<file path="src/rtl/pri_codec_pkg.sv">
// rtl/pri_codec_pkg.sv - shared state encoding and default widths for the priority codec pair
package pri_codec_pkg;

  localparam int PRI_N = 8;
  localparam int PRI_W = 3;

  typedef enum logic [1:0] {
    ST_IDLE  = 2'd0,
    ST_PULSE = 2'd1,
    ST_GAP   = 2'd2
  } pri_state_e;

endpackage

</file>
<file path="src/rtl/pri_decoder_strobe.sv">
// rtl/pri_decoder_strobe.sv - replays an accepted channel index as a timed one-hot strobe
module pri_decoder_strobe
  import pri_codec_pkg::*;
#(
  parameter int N         = PRI_N,
  parameter int W         = PRI_W,
  parameter int PULSE_LEN = 4
) (
  input  logic         clk,
  input  logic         rst,
  input  logic         in_valid,
  output logic         in_ready,
  input  logic [W-1:0] in_code,
  output logic [N-1:0] out_onehot,
  output logic         out_active,
  output logic         done,
  output logic         err
);

  localparam logic [W:0] LP_N        = (W+1)'(N);
  localparam logic [7:0] LP_CNT_INIT = 8'(PULSE_LEN - 1);

  pri_state_e     r_state;
  logic [7:0]     r_cnt;
  logic [N-1:0]   r_onehot;
  logic           r_active;
  logic           r_done;
  logic           r_err;

  logic           w_ready;
  logic           w_xfer;
  logic           w_in_range;
  logic [N-1:0]   w_decoded;

  assign w_ready    = (r_state == ST_IDLE);
  assign w_xfer     = in_valid && w_ready;
  assign w_in_range = ({1'b0, in_code} < LP_N);
  assign w_decoded  = {{(N-1){1'b0}}, 1'b1} << in_code;

  // done/err are single-cycle pulses: cleared every edge unless re-armed below
  always_ff @(posedge clk) begin
    if (rst) begin
      r_state  <= ST_IDLE;
      r_cnt    <= 8'd0;
      r_onehot <= '0;
      r_active <= 1'b0;
      r_done   <= 1'b0;
      r_err    <= 1'b0;
    end else begin
      r_done <= 1'b0;
      r_err  <= 1'b0;
      case (r_state)
        ST_IDLE: begin
          if (w_xfer) begin
            if (w_in_range) begin
              r_onehot <= w_decoded;
              r_active <= 1'b1;
              r_cnt    <= LP_CNT_INIT;
              r_state  <= ST_PULSE;
            end else begin
              r_err <= 1'b1;
            end
          end
        end
        ST_PULSE: begin
          if (r_cnt != 8'd0) begin
            r_cnt <= r_cnt - 8'd1;
          end else begin
            r_onehot <= '0;
            r_active <= 1'b0;
            r_done   <= 1'b1;
            r_state  <= ST_GAP;
          end
        end
        ST_GAP: begin
          r_state <= ST_IDLE;
        end
        default: begin
          r_state <= ST_IDLE;
        end
      endcase
    end
  end

  assign in_ready   = w_ready;
  assign out_onehot = r_onehot;
  assign out_active = r_active;
  assign done       = r_done;
  assign err        = r_err;

endmodule

</file>
<file path="config.mk">
export PLATFORM = sky130hd
export DESIGN_NAME = pri_decoder_strobe
export DESIGN_NICKNAME = d
export VERILOG_FILES = /design/src/rtl/pri_codec_pkg.sv /design/src/rtl/pri_decoder_strobe.sv
export SDC_FILE = /design/constraint.sdc
export NUM_CORES = 1
export LEC_CHECK = 0
export ABC_AREA = 1
export CAP_MARGIN = 0
export CORE_UTILIZATION = 29
export DETAILED_ROUTE_END_ITERATION = 6
export PLACE_DENSITY_LB_ADDON = 0.1
export SYNTH_ARGS = -nofsm -noshare
export SYNTH_HDL_FRONTEND = slang
export SYNTH_SLANG_ARGS = --single-unit
</file>
<file path="constraint.sdc">
create_clock -name clk -period 1.75 [get_ports clk]
set_input_delay 0.2625 -clock clk [delete_from_list [all_inputs] [get_ports clk]]
set_output_delay 0.2625 -clock clk [all_outputs]
set_load 0.005 [all_outputs]
</file>
==> results by group, run 1 <==
GRT
  • Initial antenna violation count: 0
  • Largest net degree at the start of global routing: 16
  • Vias in the first global route: 800
  • Gr ovfl total: 0
  • First-pass GRT wire length: 3750 µm
  • Global-route usage over all layers: 13.6%

Synthesis
  • Mapped Cells: 143
  • Post-synth top area share: 38.8%
  • Ys Warns: 0
  • Most instantiated cells after synthesis: 28 x nand2_1, 20 x dfxtp_1, 20 x nor2_1
  • Number of flops mapped to enable cells by yosys: 0
  • Most used standard cell by instance count after synthesis: nand2_1
  • Asr flop ratio synth: 0%
  • Post-Syn Nets: 151
  • Synth top area cells: dfxtp_1 39%, nand2_1 10%, nand3_1 7.3%, nor2_1 7.3%, a21oi_1 6.3%
  • Yosys top cell by area: dfxtp_1
  • Unique masters post-synth: 25
  • Number of synthesized register bits: 20
  • Most used flip-flop cell after synthesis: dfxtp_1
  • Register area share after synthesis: 38.8%
  • Syn Area/Cell: 7.22 µm²
  • Post-synth design cell area: 1030 µm²

Clocking
  • Clock root buffer: clkbuf_4
  • CTS hold repair buffers: 0
  • CTS Sinks: 20
  • CTS H-tree depth: 1
  • Clk_lat worst skew: 300 ps
  • TritonCTS buffer count: 3
  • CTS clk-pin slew, worst paths: 120 ps
  • Post-CTS Setup Inserts: 0
  • CTS tree: yes
  • Max clock buf depth: 2
  • Resized Gates After CTS: 0

Placement
  • Placement Setup Slack: 247 ps
  • Placer Congestion: 0.819
  • PortBufs: 16
  • Final HPWL DP: 1660 µm

Worst setup path
  • Register-to-Register Path Depth: 8
  • Critical Path RT: 1490 ps
  • Setup crit end kind: output port
  • CP max FO: 3
  • Startpoint Class: flip-flop
  • WP data arrival: 1360 ps
  • Classification of the worst setup path: reg2out

Power and ir drop
  • Clock Power Share: 18.4%
  • Cell-internal power: 762 µW
  • Sequential Power Share: 43.7%
  • Lkg Pwr: 0.000535 µW
  • Psw: 456 µW
  • Combinational power share: 37.9%
  • Switching share of power: 37.4%
  • PD cells: 969 nW/µm²
  • VDD IR-drop max: 0.415 mV

STA
  • Worst setup margin: 125 ps
  • FMAX: 615 MHz
  • Final critical-path required period: 1630 ps
  • Period utilization: 92.9%
  • Max Clock Skew: 7.19 ps
  • Setup TNS: 0 ps
  • Unrepaired setup endpoints after global routing: no
  • Final hold violation count: 0
  • Final-report setup violation count: 0
  • Fin. max-slew vios: 0

Status
  • Outcome: finished, final reports clean

Route
  • # DRC: 0
  • WL per Instance: 10.9 µm
  • Initial DRC Count: 32
  • DRT Pass-1 Iters: 4
  • ANT nets after route: 0
  • Routed via count: 931
  • Routed WL: 2250 µm
  • Via density per instance: 4.52

Hold path
  • Class of the worst hold path: reg2reg
  • Hold depth: 2

Final layout
  • Final nets: 170
  • Share of cells above drive strength 1: 12.5%
  • N_diodes: 0
  • Area Growth Syn to Fin: 21.8%

Floorplan
  • Die W: 61.7 µm
  • Die Ht: 61.7 µm
  • Starting Density: 30.7%
  • Core area: 3360 µm²
  • Row Count: 21
  • Num ports: 18
  • Full die area: 3800 µm²

Run
  • Number of max-cap violations: 0
==> power by group through the flow <==
stage	logic (µW)	registers (µW)	clock network, µW
final	462	532	224
after global routing	528	538	253
after CTS	466	533	233
after detailed placement	462	543	0
after global placement	461	542	0
after floorplan	348	539	0
==> final timing paths <==
| kind | start | to | slack [ps] |
|---|---|---|---|
| min | out_active | out_active | 480 |
| min reg2reg | out_active | out_active | 480 |
| max | r_state[1] | in_ready | 120 |
| max reg2reg | r_cnt[0] | r_cnt[3] | 320 |
==> critical path: stages, from the launching register on <==
cell	delay, ps
dfxtp_1	390
nor2_2	160
clkdlybuf4s50_1	510
==> layer usage <==
metal / share of wire (%) / global-route usage (%)
met1: 53 / 20.0
met2: 43 / 19.5
met3: 2.5 / 3.99
met4: 1.1 / 2.86
met5: 0 / 0
==> flip-flops by register name (all words and copies together) (netlist names) <==
name and count:
r_state 2, out_active 1, done 1, r_cnt 8, out_onehot 8
==> cells by family (layout without fill, tap and decap cells) <==
group / Yosys count / in the layout / share of synthesized area, %
buf+inv: 22 / 39 / 9.82
flops: 20 / 20 / 38.8
compound gates: 17 / 17 / 9.58
xor+xnor: 1 / 1 / 0.849
fa+ha+maj: 2 / 2 / 2.42
simple gates: 80 / 80 / 38.2
other cells: 1 / 1 / 0.363
==> metrics by stage <==
stage | utilization (%) | hold slack (ps) | power [µW] | std cells | instance area, µm²
5_1_grt | 37.4 | 510 | 1320 | 206 | 1260
6_report | 37.4 | 477 | 1220 | 206 | 1260
2_1_floorplan | - | 410 | 887 | 143 | 1030
3_3_place_gp | 36.7 | 453 | 1000 | 203 | 1230
4_1_cts | 37.4 | 479 | 1230 | 206 | 1260
3_5_place_dp | 36.7 | 461 | 1010 | 203 | 1230
==> area by class of cell <==
| class | count | area [µm²] |
|---|---|---|
| clock buffer | 3 | 22.5 |
| fill | 394 | 2110 |
| inverter | 17 | 63.8 |
| multi-input combinational | 101 | 531 |
| sequential | 20 | 400 |
| tap | 46 | 57.6 |
| timing repair buffer | 19 | 183 |
==> placed cells by master, fill, tap and decap left out, drive strengths merged <==
| master | count |
|---|---|
| a21oi | 14 |
| buf | 3 |
| clkbuf | 3 |
| clkdlybuf4s50 | 16 |
| conb | 1 |
| dfxtp | 20 |
| ha | 2 |
| inv | 17 |
| nand2 | 32 |
| nand3 | 17 |
| nand4 | 4 |
| nor2 | 24 |
| nor3 | 2 |
| o21a | 1 |
| o21ai | 2 |
| or2 | 1 |
| xor2 | 1 |
Power figures use the tool's default switching activity.
==> run 2: changes to the inputs <==
Clock period 1.75 ns to 1.9 ns, I/O delays scaled along.
==> results by group, run 2 (synthesized netlist as in run 1, its figures left out) <==
Final layout
  • Share of cells above drive strength 1: 12.5% (unchanged)
  • N_diodes: 0 (unchanged)
  • Most common cell after layout, fill and taps aside: nand2_1
  • Final nets: 169 (-0.59%)
  • Fill count: 409 (+3.8%)
  • Area Growth Syn to Fin: 24.0%
  • Commonest non-fill, non-tap cells in the layout: 28 x nand2_1, 20 x nor2_1, 20 x dfxtp_1, 16 x clkdlybuf4s50_1

Floorplan
  • Die Ht: 61.7 µm (unchanged)
  • Row Count: 21 (unchanged)
  • Num ports: 18 (unchanged)
  • Full die area: 3800 µm² (unchanged)
  • Core area: 3360 µm² (unchanged)
  • Starting Density: 30.7% (unchanged)
  • Die W: 61.7 µm (unchanged)

STA
  • Final hold violation count: 0 (unchanged)
  • Max Clock Skew: 6.98 ps (-0.218 ps)
  • Final-report setup violation count: 0 (unchanged)
  • Period utilization: 88.1%
  • Final critical-path required period: 1670 ps
  • FMAX: 597 MHz
  • Worst setup margin: 225 ps (+100 ps)
  • Fin. max-slew vios: 0 (unchanged)
  • Unrepaired setup endpoints after global routing: no
  • Setup TNS: 0 ps (unchanged)

Worst setup path
  • CP max FO: 3 (unchanged)
  • Buffers and inverters on the worst path: 1 (unchanged)
  • Critical Path RT: 1620 ps (+130 ps)
  • Critical path origin: r_state[1]
  • Classification of the worst setup path: reg2out
  • Cell Chain, Critical Path: nor2_2 > clkdlybuf4s50_1
  • R2r endpoint: r_cnt[4]
  • Delay of the slowest critical-path stage: 520 ps (about the same)
  • Startpoint Class: flip-flop
  • Reg2reg setup slack: 480 ps (+160 ps)
  • Number of cells on the critical path: 2 (unchanged)
  • CP top delay family: buffers and inverters
  • Setup crit end kind: output port
  • RR Startpoint: r_cnt[0]
  • Worst setup path endpoint: in_ready
  • WP data arrival: 1390 ps (+30 ps)
  • Critical-path top delay cell: clkdlybuf4s50_1
  • Register-to-Register Path Depth: 8 (unchanged)

Clocking
  • Resized Gates After CTS: 0 (unchanged)
  • CTS hold repair buffers: 0 (unchanged)
  • TritonCTS buffer count: 3 (unchanged)
  • Clk_lat worst skew: 310 ps (about the same)
  • CTS tree: yes
  • CTS H-tree depth: 1 (unchanged)
  • Max clock buf depth: 2 (unchanged)
  • Clock root buffer: clkbuf_4
  • Post-CTS Setup Inserts: 0 (unchanged)
  • CTS clk-pin slew, worst paths: 130 ps (about the same)
  • CTS Sinks: 20 (unchanged)

Route
  • ANT nets after route: 0 (unchanged)
  • Via density per instance: 4.48 (-0.97%)
  • WL per Instance: 10.6 µm (-3.2%)
  • # DRC: 0 (unchanged)
  • Initial DRC Count: 29 (-9.4%)
  • Routed via count: 922 (-0.97%)
  • Routed WL: 2180 µm (-3.2%)
  • DRT Pass-1 Iters: 5 (+1)

Placement
  • Placer Congestion: 0.817 (-0.18%)
  • Final HPWL DP: 1630 µm (-2.0%)
  • Placement Setup Slack: 383 ps (+136 ps)
  • PortBufs: 16 (unchanged)

GRT
  • Vias in the first global route: 800 (unchanged)
  • Initial antenna violation count: 0 (unchanged)
  • Largest net degree at the start of global routing: 16 (unchanged)
  • First-pass GRT wire length: 3630 µm (-3.1%)
  • Global-route usage over all layers: 13.2% (-0.34 points)
  • Gr ovfl total: 0 (unchanged)

Status
  • Outcome: finished, final reports clean

Hold path
  • Class of the worst hold path: reg2reg

Power and ir drop
  • PD cells: 993 nW/µm² (+2.5%)
  • Cell-internal power: 839 µW (+10%)
  • Lkg Pwr: 0.000544 µW (+1.7%)
  • Psw: 431 µW (-5.4%)
  • Clock Power Share: 28.2% (+9.8 points)
  • Switching share of power: 33.9% (-3.5 points)
  • Combinational power share: 33.2% (-4.7 points)
  • VDD IR-drop max: 0.380 mV (-8.4%)
  • Sequential Power Share: 38.6% (-5.1 points)

Run
  • Number of max-cap violations: 0 (unchanged)
[run 2: cell types whose count changed in the layout (fill, tap and decap cells not counted), sizes merged]
cell    change
bufinv      +1
buf         -1
[run 2: how the worst min path moves through the flow]
stage                    start  cells after the start       endpoint  slack, ps
floorplan           in_code[2]                      2  out_onehot[5]        430
CTS                 out_active                      2     out_active        480
global placement    out_active                      2     out_active        450
detailed placement  out_active                      2     out_active        460
finish              out_active                      2     out_active        470
global route        out_active                      2     out_active        490
[run 2: layout make-up]
cell class                      count  area (µm²)  area share (%)
Clock inverter                      1        30.0            2.35
Timing Repair Buffer               18         175            13.7
Tap cell                           46        57.6            4.50
Inverter                           17        63.8            4.99
Sequential cell                    20         400            31.3
Clock buffer                        3        22.5            1.76
Multi-Input combinational cell    101         531            41.4
[run 2: per-stage QoR]
| step | power (µW) | std cells | utilization, % | instance area (µm²) | hold slack (ps) |
|---|---|---|---|---|---|
| floorplan | 817 | 143 | - | 1030 | 432 |
| global placement | 922 | 202 | 36.5 | 1230 | 453 |
| finish | 1270 | 206 | 38.1 | 1280 | 473 |
| CTS | 1280 | 206 | 38.1 | 1280 | 476 |
| global route | 1360 | 206 | 38.1 | 1280 | 489 |
| detailed placement | 922 | 202 | 36.5 | 1230 | 458 |
[run 2: per-layer routing]
metal / wire length [µm] / global-route usage [%] / up-vias
li1: - / - / 490
met1: 1180 / 19.9 / 413
met2: 913 / 18.0 / 17
met3: 63 / 2.10 / 2
met4: 21 / 6.67 / 0
met5: 0 / 0 / -
[run 2: power groups by stage]
stage | sequential, µW | combinational [µW] | clock [µW]
finish | 490 | 422 | 359
global route | 496 | 478 | 390
CTS | 490 | 426 | 368
detailed placement | 500 | 422 | 0
global placement | 499 | 423 | 0
floorplan | 496 | 320 | 0
[run 2: worst min-delay path, stage by stage (launching register included)]
cell     delay, ps
dfxtp_1        330
nand2_1         60
a21oi_1         50
==> run 3: changes to the inputs <==
Settings changed: CORE_MARGIN set to 5, REMOVE_ABC_BUFFERS set to 1.
==> results by group, run 3 (synthesized netlist as in run 1, its figures left out) <==
STA
  • Period utilization: 86.4% (-1.8 points)
  • Max Clock Skew: 1.98 ps (-5.00 ps)
  • Final critical-path required period: 1640 ps (-33.7 ps)
  • Final-report setup violation count: 0 (unchanged)
  • Final hold violation count: 0 (unchanged)
  • Fin. max-slew vios: 0 (unchanged)
  • Hold Slack: 472 ps (-1.06 ps)
  • FMAX: 609 MHz (+2.1%)
  • Setup TNS: 0 ps (unchanged)
  • Unrepaired setup endpoints after global routing: no

Clocking
  • Resized Gates After CTS: 0 (unchanged)
  • CTS Sinks: 20 (unchanged)
  • CTS hold repair buffers: 0 (unchanged)
  • Max clock buf depth: 2 (unchanged)
  • Clock root buffer: clkbuf_4
  • CTS clk-pin slew, worst paths: 110 ps (-20 ps)
  • CTS H-tree depth: 1 (unchanged)
  • Clk_lat worst skew: 300 ps (about the same)
  • Post-CTS Setup Inserts: 0 (unchanged)
  • TritonCTS buffer count: 3 (unchanged)
  • CTS tree: yes

Worst setup path
  • Setup crit end kind: output port
  • Startpoint Class: flip-flop
  • CP max FO: 3 (unchanged)
  • Cell Chain, Critical Path: nor2_2 > clkdlybuf4s50_1
  • Classification of the worst setup path: reg2out
  • Delay of the slowest critical-path stage: 510 ps (about the same)
  • Reg2reg setup slack: 470 ps (about the same)
  • Buffers and inverters on the worst path: 1 (unchanged)
  • Critical Path RT: 1620 ps (about the same)
  • WP data arrival: 1360 ps (-30 ps)
  • CP top delay family: buffers and inverters
  • Critical-path top delay cell: clkdlybuf4s50_1

Route
  • # DRC: 0 (unchanged)
  • Routed WL: 2310 µm (+6.0%)
  • ANT nets after route: 0 (unchanged)
  • WL per Instance: 11.2 µm (+6.5%)
  • Via density per instance: 4.54 (+1.5%)
  • DRT Pass-1 Iters: 3 (-2)
  • Initial DRC Count: 52 (+79%)
  • Routed via count: 931 (+0.98%)

Floorplan
  • Starting Density: 30.5% (-0.24 points)
  • Full die area: 4850 µm² (+28%)
  • Num ports: 18 (unchanged)
  • Core area: 3390 µm² (+0.78%)
  • Row Count: 21 (unchanged)
  • Die W: 69.7 µm (+13%)
  • Die Ht: 69.7 µm (+13%)

GRT
  • Initial antenna violation count: 0 (unchanged)
  • Global-route usage over all layers: 10.6% (-2.7 points)
  • Largest net degree at the start of global routing: 16 (unchanged)
  • Vias in the first global route: 937 (+17%)
  • Gr ovfl total: 0 (unchanged)
  • First-pass GRT wire length: 4160 µm (+15%)

Placement
  • Placer Congestion: 0.750 (-8.2%)
  • PortBufs: 16 (unchanged)
  • Final HPWL DP: 1790 µm (+9.8%)

Power and ir drop
  • VDD IR-drop max: 0.334 mV (-12%)
  • Lkg Pwr: 0.000530 µW (-2.6%)
  • PD cells: 887 nW/µm² (-11%)

Final layout
  • Most common cell after layout, fill and taps aside: nand2_1
  • Commonest non-fill, non-tap cells in the layout: 28 x nand2_1, 20 x nor2_1, 20 x dfxtp_1, 16 x clkdlybuf4s50_1
  • Area Growth Syn to Fin: 21.1%
  • N_diodes: 0 (unchanged)
  • Share of cells above drive strength 1: 11.9% (-0.55 points)
  • Final nets: 169 (unchanged)

Status
  • Outcome: finished, final reports clean

Hold path
  • Class of the worst hold path: reg2reg

Run
  • Number of max-cap violations: 0 (unchanged)
-- run 3: cell count changes in the layout (fill, tap and decap cells not counted), sizes merged --
| cell | previous run | this run |
|---|---|---|
| bufinv | 1 | 0 |
-- run 3: stage by stage --
step	setup slack (ps)	cells	power, µW	utilization (%)	instance area (µm²)
2_1_floorplan	653	138	796	-	995
3_3_place_gp	349	202	921	36.2	1230
3_5_place_dp	342	202	924	36.2	1230
4_1_cts	235	205	1130	36.9	1250
5_1_grt	200	205	1220	36.9	1250
6_report	259	205	1110	36.9	1250
-- run 3: final cells by class --
cell class	count	area [µm²]
tap	46	57.6
sequential	20	400
timing repair buffer	18	175
clock buffer	3	22.5
inverter	17	63.8
fill	389	2140
multi-input combinational	101	531
-- run 3: per-layer routing --
| layer | vias up | track usage (%) | part of all wire [%] |
|---|---|---|---|
| met2 | 13 | 18.3 | 48 |
| li1 | 492 | - | - |
| met1 | 422 | 12.4 | 47 |
| met3 | 4 | 2.03 | 3.1 |
| met5 | - | 0 | 0 |
| met4 | 0 | 5.11 | 1.4 |
-- run 3: power breakdown --
| group | switching [µW] | internal, µW |
|---|---|---|
| Combinational | 257 | 163 |
| Sequential | 25.9 | 463 |
| Clock | 126 | 73.9 |
| Total | 409 | 700 |
-- run 3: final timing paths --
kind,start,end,cells after the start
min reg2reg,out_active,out_active,2
max reg2reg,r_cnt[0],r_cnt[4],8
max,r_state[1],in_ready,2
min,out_active,out_active,2
-- run 3: worst min-delay path: stages, from the launching register on --
cell and delay [ps]:
dfxtp_1 330, nand2_1 60, a21oi_1 50
